## src/rtl/mem_port_arbiter_if.sv

```systemverilog
`default_nettype none
// ============================================================================
// Module   : mem_port_arbiter_if
// Purpose  : Fetch, load/store and memory-side signals of mem_port_arbiter.
// Revision : 1.0  initial release
// ============================================================================
interface mem_port_arbiter_if #(
    parameter int DW = 16,
    parameter int AW = 16
);
    logic          if_req;
    logic [AW-1:0] if_addr;
    logic          if_ack;
    logic [DW-1:0] if_rdata;

    logic          d_req;
    logic          d_we;
    logic [AW-1:0] d_addr;
    logic [DW-1:0] d_wdata;
    logic          d_ack;
    logic [DW-1:0] d_rdata;

    logic          mem_re;
    logic          mem_we;
    logic [AW-1:0] mem_addr;
    logic [DW-1:0] mem_wdata;
    logic [DW-1:0] mem_rdata;

    logic          stall;

    modport slave (
        input  if_req, if_addr, d_req, d_we, d_addr, d_wdata, mem_rdata,
        output if_ack, if_rdata, d_ack, d_rdata,
        output mem_re, mem_we, mem_addr, mem_wdata, stall
    );

    modport master (
        output if_req, if_addr, d_req, d_we, d_addr, d_wdata, mem_rdata,
        input  if_ack, if_rdata, d_ack, d_rdata,
        input  mem_re, mem_we, mem_addr, mem_wdata, stall
    );
endinterface
`default_nettype wire

```

## src/rtl/mem_port_arbiter.sv

```systemverilog
`default_nettype none
// ============================================================================
// Module   : mem_port_arbiter
// Purpose  : Shares one fixed-latency memory port between instruction fetch
//            and load/store; one-cycle acks plus a combinational pipeline stall.
//            Build option ARB_ROUND_ROBIN_EN selects round-robin tie-breaking,
//            otherwise data has fixed priority.
// Revision : 1.0  initial release
// ============================================================================
module mem_port_arbiter #(
    parameter int DW      = 16,
    parameter int AW      = 16,
    parameter int MEM_LAT = 1
) (
    input  wire logic         clk,
    input  wire logic         rst_n,
    mem_port_arbiter_if.slave bus
);
    localparam int                 c_CNT_W    = 4;
    localparam logic [c_CNT_W-1:0] c_CNT_LOAD = c_CNT_W'(MEM_LAT - 1);
    localparam logic [c_CNT_W-1:0] c_CNT_ONE  = c_CNT_W'(1);

    typedef enum logic [1:0] {
        ST_IDLE   = 2'd0,
        ST_ACCESS = 2'd1,
        ST_RESP   = 2'd2
    } state_t;

    state_t             r_state;
    state_t             w_state_nxt;
    logic [c_CNT_W-1:0] r_cnt;
    logic               r_sel_d;
    logic               r_we;
    logic [AW-1:0]      r_addr;
    logic [DW-1:0]      r_wdata;
    logic [DW-1:0]      r_if_rdata;
    logic [DW-1:0]      r_d_rdata;

    logic               w_any_req;
    logic               w_grant;
    logic               w_grant_d;
    logic               w_last_beat;
    logic               w_mem_re;
    logic               w_mem_we;
    logic               w_if_ack;
    logic               w_d_ack;

    assign w_any_req   = bus.if_req | bus.d_req;
    assign w_grant     = (r_state == ST_IDLE) & w_any_req;
    assign w_last_beat = (r_state == ST_ACCESS) & (r_cnt == '0);

`ifdef ARB_ROUND_ROBIN_EN
    // Remembers whether data won the previous grant; 0 (fetch) after reset.
    logic r_last_d;

    assign w_grant_d = bus.d_req & (~bus.if_req | ~r_last_d);

    always_ff @(posedge clk or negedge rst_n) begin
        if (!rst_n) begin
            r_last_d <= 1'b0;
        end else if (w_grant) begin
            r_last_d <= w_grant_d;
        end
    end
`else
    assign w_grant_d = bus.d_req;
`endif

    always_ff @(posedge clk or negedge rst_n) begin
        if (!rst_n) begin
            r_state <= ST_IDLE;
        end else begin
            r_state <= w_state_nxt;
        end
    end

    always_comb begin
        w_state_nxt = r_state;
        w_mem_re    = 1'b0;
        w_mem_we    = 1'b0;
        w_if_ack    = 1'b0;
        w_d_ack     = 1'b0;
        case (r_state)
            ST_IDLE: begin
                if (w_any_req) begin
                    w_state_nxt = ST_ACCESS;
                end
            end
            ST_ACCESS: begin
                w_mem_re = ~r_we;
                w_mem_we = r_we;
                if (r_cnt == '0) begin
                    w_state_nxt = ST_RESP;
                end
            end
            ST_RESP: begin
                w_if_ack    = ~r_sel_d;
                w_d_ack     = r_sel_d;
                w_state_nxt = ST_IDLE;
            end
            default: begin
                w_state_nxt = ST_IDLE;
            end
        endcase
    end

    // Requester inputs are captured only at the grant edge.
    always_ff @(posedge clk or negedge rst_n) begin
        if (!rst_n) begin
            r_cnt   <= '0;
            r_sel_d <= 1'b0;
            r_we    <= 1'b0;
            r_addr  <= '0;
            r_wdata <= '0;
        end else if (w_grant) begin
            r_cnt   <= c_CNT_LOAD;
            r_sel_d <= w_grant_d;
            r_we    <= w_grant_d & bus.d_we;
            r_addr  <= w_grant_d ? bus.d_addr : bus.if_addr;
            r_wdata <= w_grant_d ? bus.d_wdata : '0;
        end else if ((r_state == ST_ACCESS) && (r_cnt != '0)) begin
            r_cnt <= r_cnt - c_CNT_ONE;
        end
    end

    always_ff @(posedge clk or negedge rst_n) begin
        if (!rst_n) begin
            r_if_rdata <= '0;
            r_d_rdata  <= '0;
        end else if (w_last_beat && !r_we) begin
            if (r_sel_d) begin
                r_d_rdata <= bus.mem_rdata;
            end else begin
                r_if_rdata <= bus.mem_rdata;
            end
        end
    end

    assign bus.mem_re    = w_mem_re;
    assign bus.mem_we    = w_mem_we;
    assign bus.mem_addr  = r_addr;
    assign bus.mem_wdata = r_wdata;
    assign bus.if_ack    = w_if_ack;
    assign bus.d_ack     = w_d_ack;
    assign bus.if_rdata  = r_if_rdata;
    assign bus.d_rdata   = r_d_rdata;
    assign bus.stall     = (bus.if_req & ~w_if_ack) | (bus.d_req & ~w_d_ack);

endmodule
`default_nettype wire
```

## src/flat_wrapper.sv

```systemverilog
// flat-port wrapper written by rule: the top's interface ports become plain ports
module mem_port_arbiter_flat 
#(
    parameter int DW      = 16,
    parameter int AW      = 16,
    parameter int MEM_LAT = 1
)
  (clk, rst_n, bus_if_req, bus_if_addr, bus_d_req, bus_d_we, bus_d_addr, bus_d_wdata, bus_mem_rdata, bus_if_ack, bus_if_rdata, bus_d_ack, bus_d_rdata, bus_mem_re, bus_mem_we, bus_mem_addr, bus_mem_wdata, bus_stall);
  mem_port_arbiter_if #(.DW(DW), .AW(AW)) bus_i ();
  input  wire logic clk;
  input  wire logic rst_n;
  input wire logic [$bits(bus_i.if_req)-1:0] bus_if_req;
  input wire logic [$bits(bus_i.if_addr)-1:0] bus_if_addr;
  input wire logic [$bits(bus_i.d_req)-1:0] bus_d_req;
  input wire logic [$bits(bus_i.d_we)-1:0] bus_d_we;
  input wire logic [$bits(bus_i.d_addr)-1:0] bus_d_addr;
  input wire logic [$bits(bus_i.d_wdata)-1:0] bus_d_wdata;
  input wire logic [$bits(bus_i.mem_rdata)-1:0] bus_mem_rdata;
  output wire logic [$bits(bus_i.if_ack)-1:0] bus_if_ack;
  output wire logic [$bits(bus_i.if_rdata)-1:0] bus_if_rdata;
  output wire logic [$bits(bus_i.d_ack)-1:0] bus_d_ack;
  output wire logic [$bits(bus_i.d_rdata)-1:0] bus_d_rdata;
  output wire logic [$bits(bus_i.mem_re)-1:0] bus_mem_re;
  output wire logic [$bits(bus_i.mem_we)-1:0] bus_mem_we;
  output wire logic [$bits(bus_i.mem_addr)-1:0] bus_mem_addr;
  output wire logic [$bits(bus_i.mem_wdata)-1:0] bus_mem_wdata;
  output wire logic [$bits(bus_i.stall)-1:0] bus_stall;
  assign bus_i.if_req = bus_if_req;
  assign bus_i.if_addr = bus_if_addr;
  assign bus_i.d_req = bus_d_req;
  assign bus_i.d_we = bus_d_we;
  assign bus_i.d_addr = bus_d_addr;
  assign bus_i.d_wdata = bus_d_wdata;
  assign bus_i.mem_rdata = bus_mem_rdata;
  assign bus_if_ack = bus_i.if_ack;
  assign bus_if_rdata = bus_i.if_rdata;
  assign bus_d_ack = bus_i.d_ack;
  assign bus_d_rdata = bus_i.d_rdata;
  assign bus_mem_re = bus_i.mem_re;
  assign bus_mem_we = bus_i.mem_we;
  assign bus_mem_addr = bus_i.mem_addr;
  assign bus_mem_wdata = bus_i.mem_wdata;
  assign bus_stall = bus_i.stall;
  mem_port_arbiter #(.DW(DW), .AW(AW), .MEM_LAT(MEM_LAT)) u_core (.clk(clk), .rst_n(rst_n), .bus(bus_i));
endmodule
```

## config.mk

```make
export PLATFORM = sky130hd
export DESIGN_NAME = mem_port_arbiter_flat
export DESIGN_NICKNAME = d
export VERILOG_FILES = /design/src/rtl/mem_port_arbiter_if.sv /design/src/rtl/mem_port_arbiter.sv /design/src/flat_wrapper.sv
export SDC_FILE = /design/constraint.sdc
export NUM_CORES = 1
export LEC_CHECK = 0
export CORE_MARGIN = 4
export CORE_UTILIZATION = 38
export DETAILED_ROUTE_END_ITERATION = 16
export GPL_TIMING_DRIVEN = 1
export PLACE_DENSITY = 0.83
export SYNTH_ARGS = -nofsm -noshare
export SYNTH_HDL_FRONTEND = slang
export SYNTH_SLANG_ARGS = --single-unit
```

## constraint.sdc

```tcl
create_clock -name clk -period 2 [get_ports clk]
set_input_delay 0.4 -clock clk [delete_from_list [all_inputs] [get_ports clk]]
set_output_delay 0.4 -clock clk [all_outputs]
set_load 0.05 [all_outputs]
```

==> reports/metrics.json <==
{
  "run_status": {
    "status": "complete, no violations"
  },
  "global_route": {
    "first_pass_grt_wire_length_um": 12300,
    "antenna_violations_before_repair": 0,
    "grt.met3_usage_pct": 6.60,
    "grt_pass1_vias": 2414,
    "grt.met1_usage_pct": 19.6,
    "global_route.overflow_total": 0,
    "gr-max-usage-layer": "met2",
    "met2_layer_usage_reported_by_global_route_pct": 26.5,
    "grt_start_max_net_pins": 39,
    "grtUsageTotal_pct": 16.2
  },
  "synthesis": {
    "avg_synthesized_cell_area_um2": 13.8,
    "yosys.area.top_type_share_pct": 59.0,
    "asyncSetResetFlopFracSynth_pct": 100,
    "synthDistinctLibCells": 29,
    "syn-cell-area_um2": 3050,
    "syn_inst": 222,
    "yosysMostFrequentCell": "sky130_fd_sc_hd__dfrtp_1",
    "dominantRegCellSynth": "sky130_fd_sc_hd__dfrtp_1",
    "synth_top_cells_by_area": "sky130_fd_sc_hd__dfrtp_1 59%, sky130_fd_sc_hd__mux2_4 9.8%, sky130_fd_sc_hd__o21ai_0 5.9%, sky130_fd_sc_hd__mux2i_1 5.6%, sky130_fd_sc_hd__a22o_1 4.9%",
    "post_synth_most_frequent_cells": "72 x sky130_fd_sc_hd__dfrtp_1, 36 x sky130_fd_sc_hd__o21ai_0, 20 x sky130_fd_sc_hd__mux2_4",
    "synth.yosys.seq_area_share_pct": 59.0,
    "synth_fp_nets": 293,
    "synth-seq-cells": 72,
    "yosysWarnings": 0,
    "netlist.top_cell.by_area": "sky130_fd_sc_hd__dfrtp_1",
    "synth_enable_flop_cells": 0
  },
  "power_and_ir_drop": {
    "peak_supply_drop_v": 0.000867,
    "power.density_cell_area_nw_per_um2": 2050,
    "power.sequential.fraction_pct": 26.2,
    "internal_power_w": 0.00548,
    "p_sw_share_pct": 45.9,
    "share_clk_of_total_power_pct": 13.4,
    "power_frac_comb_pct": 60.3,
    "power_leakage_nw": 2.22,
    "total_switching_power_w": 0.00465
  },
  "sta": {
    "clock_skew_ps": 5.85,
    "finalWorstSetupSlack_ps": 27.7,
    "final_period_minus_worst_setup_slack_ps": 1970,
    "final_hold_viol_count": 0,
    "timing.fmax_mhz": 507,
    "fin_crit_sh_pct": 98.6,
    "setup_tns_ps": 0,
    "finalSetupViolations": 0,
    "slew_headroom_pct": 63.1,
    "max_slew.worst_pin.slew_ps": 553,
    "maxSlewViolCount": 0
  },
  "finish": {
    "post_route_cells_drive_above_1_share_pct": 20.4,
    "final_area_um2": 4940,
    "fillCellCount": 597,
    "antenna-diode-count": 0,
    "finish.net_count": 443,
    "area_growth_pct": 61.8,
    "finalCoreUtilization_pct": 63.6
  },
  "critical_path": {
    "timing.critical_path.fanout_max": 16,
    "timing_worst_setup_path_type": "reg -> reg",
    "endpoint_kind": "register",
    "worst_setup_path_start": "u_core.r_cnt[0]",
    "rr_startpoint": "u_core.r_cnt[0]",
    "critPathRequiredTime_ps": 2220,
    "timing.reg2reg.worst_path_depth": 6,
    "crit_path_dat_ps": 2200,
    "cp_launch_type": "register"
  },
  "clock_tree": {
    "holdBufCountCts": 0,
    "tritoncts": "yes",
    "ctsLongestPathBuffers": 2,
    "cts_made_buffers": 9,
    "worst_setup_hold_path_clk_slew_ps": 80,
    "root_buffer": "sky130_fd_sc_hd__clkbuf_8",
    "insertion_delay_ps": 330,
    "ctsHtreeMaxLevel": 3,
    "cts.sink_count": 72
  },
  "drt": {
    "firstDrtPassIters": 4,
    "vias": 2352,
    "avgViaCountPerCell": 4.91,
    "route.detailed.wl_per_inst_um": 16.5,
    "drtAntennaViolNets": 0,
    "wl_um": 7910,
    "post_detailed_route_drc_marker_count": 0,
    "dr.first_iter.drc_count": 53
  },
  "floorplan": {
    "io_pins": 138,
    "die_ht_um": 97.7,
    "die_width_um": 97.7,
    "placeableCoreArea_um2": 7770,
    "floorplan.rows": 32,
    "die_outline_area_um2": 9540,
    "initial_core_util_pct": 39.3
  },
  "placed_design": {
    "hpwlAfterDp_um": 5930,
    "pre_cts_ws_ps": 69.2,
    "port_bufs": 137,
    "dpl_cell_area_um2": 4640,
    "globalplace.congestion": 0.806
  },
  "job": {
    "maxCapViolations": 0
  },
  "hold_path": {
    "worstHoldPathType": "in -> async"
  }
}
-- power groups by stage --
| stage | logic (W) | clock network (W) | registers (W) |
|---|---|---|---|
| floorplan | 0.00168 | 0 | 0.00490 |
| global placement | 0.00594 | 0 | 0.00264 |
| detailed placement | 0.00604 | 0 | 0.00267 |
| CTS | 0.00607 | 0.00139 | 0.00266 |
| global route | 0.00639 | 0.00145 | 0.00274 |
| finish | 0.00611 | 0.00136 | 0.00266 |
-- registers in the layout (all words and copies together) (netlist names) --
name,cells
u_core.r_sel_d,1
u_core.bus.mem_wdata,16
u_core.bus.mem_addr,16
u_core.bus.if_rdata,16
u_core.r_we,1
u_core.bus.d_rdata,16
u_core.r_cnt,4
u_core.r_state,2
-- kinds of logic after synthesis --
group | synth area share (%)
fa+ha+maj | 0.819
simple gates | 4.22
compound gates | 12.0
flops | 59.0
mux | 19.8
buf+inv | 4.10
-- cell type report --
cell class | count | area, µm² | share of cell area (%)
sequential | 72 | 1800 | 36.5
timing repair buffer | 153 | 1590 | 32.3
multi-input combinational | 130 | 1150 | 23.3
tap | 102 | 128 | 2.58
clock buffer | 9 | 124 | 2.51
clock inverter | 7 | 119 | 2.41
inverter | 6 | 22.5 | 0.456
-- worst max-delay path, stage by stage, from the launching register on --
cell	delay, ps
sky130_fd_sc_hd__dfrtp_1	410
sky130_fd_sc_hd__inv_1	90
sky130_fd_sc_hd__ha_1	200
sky130_fd_sc_hd__nand2b_1	130
sky130_fd_sc_hd__or4_1	520
sky130_fd_sc_hd__buf_8	200
sky130_fd_sc_hd__mux2_4	310
-- worst paths after layout --
check                                          end  slack, ps
min in group clk            u_core.bus.if_rdata[0]        510
hold / removal              u_core.bus.if_rdata[1]         30
setup / recovery           u_core.bus.if_rdata[14]         30
max in group asynchronous  u_core.bus.if_rdata[13]       1430
hold reg to reg             u_core.bus.if_rdata[0]        510
setup reg to reg           u_core.bus.if_rdata[14]         30
-- cell usage in the layout (no fill, tap or decap), drive strengths merged, types with 2 or more instances in the layout --
master         synthesis  layout
nor3                   2       2
a22o                  17      17
or4                    2       2
mux2                  32      32
ha                     2       2
nor3b                  3       3
dfrtp                 72      72
clkbuf                 8       9
clkdlybuf4s50          0     130
nor2                   4       4
o21ai                 36      36
buf                    6      22
bufinv                 0       3
or2                    3       3
inv                    6       7
clkinvlp               0       2
mux2i                 17      17
-- metal layers --
metal  wire (µm)  share of wire (%)  vias to the layer above
met2        3640                 46                      121
met5           0                  0                        -
met4          54               0.68                        0
met3         832                 11                        6
li1            -                  -                     1099
met1        3380                 43                     1126
-- what timing repair did --
| item | CTS | global route |
|---|---|---|
| gates resized for setup | 0 | 6 |
| pin swaps | 1 | 1 |
| setup endpoints to repair | 1 | 34 |
| setup buffers | 1 | 4 |
-- per-stage QoR --
step	cells	hold WS (ps)	power (W)
after CTS	475	27.2	0.0101
after floorplan	222	104	0.00658
after global routing	479	44.9	0.0106
after global placement	458	393	0.00858
after detailed placement	458	398	0.00871
final	479	28.3	0.0101
(Power assumes the default switching activity.)
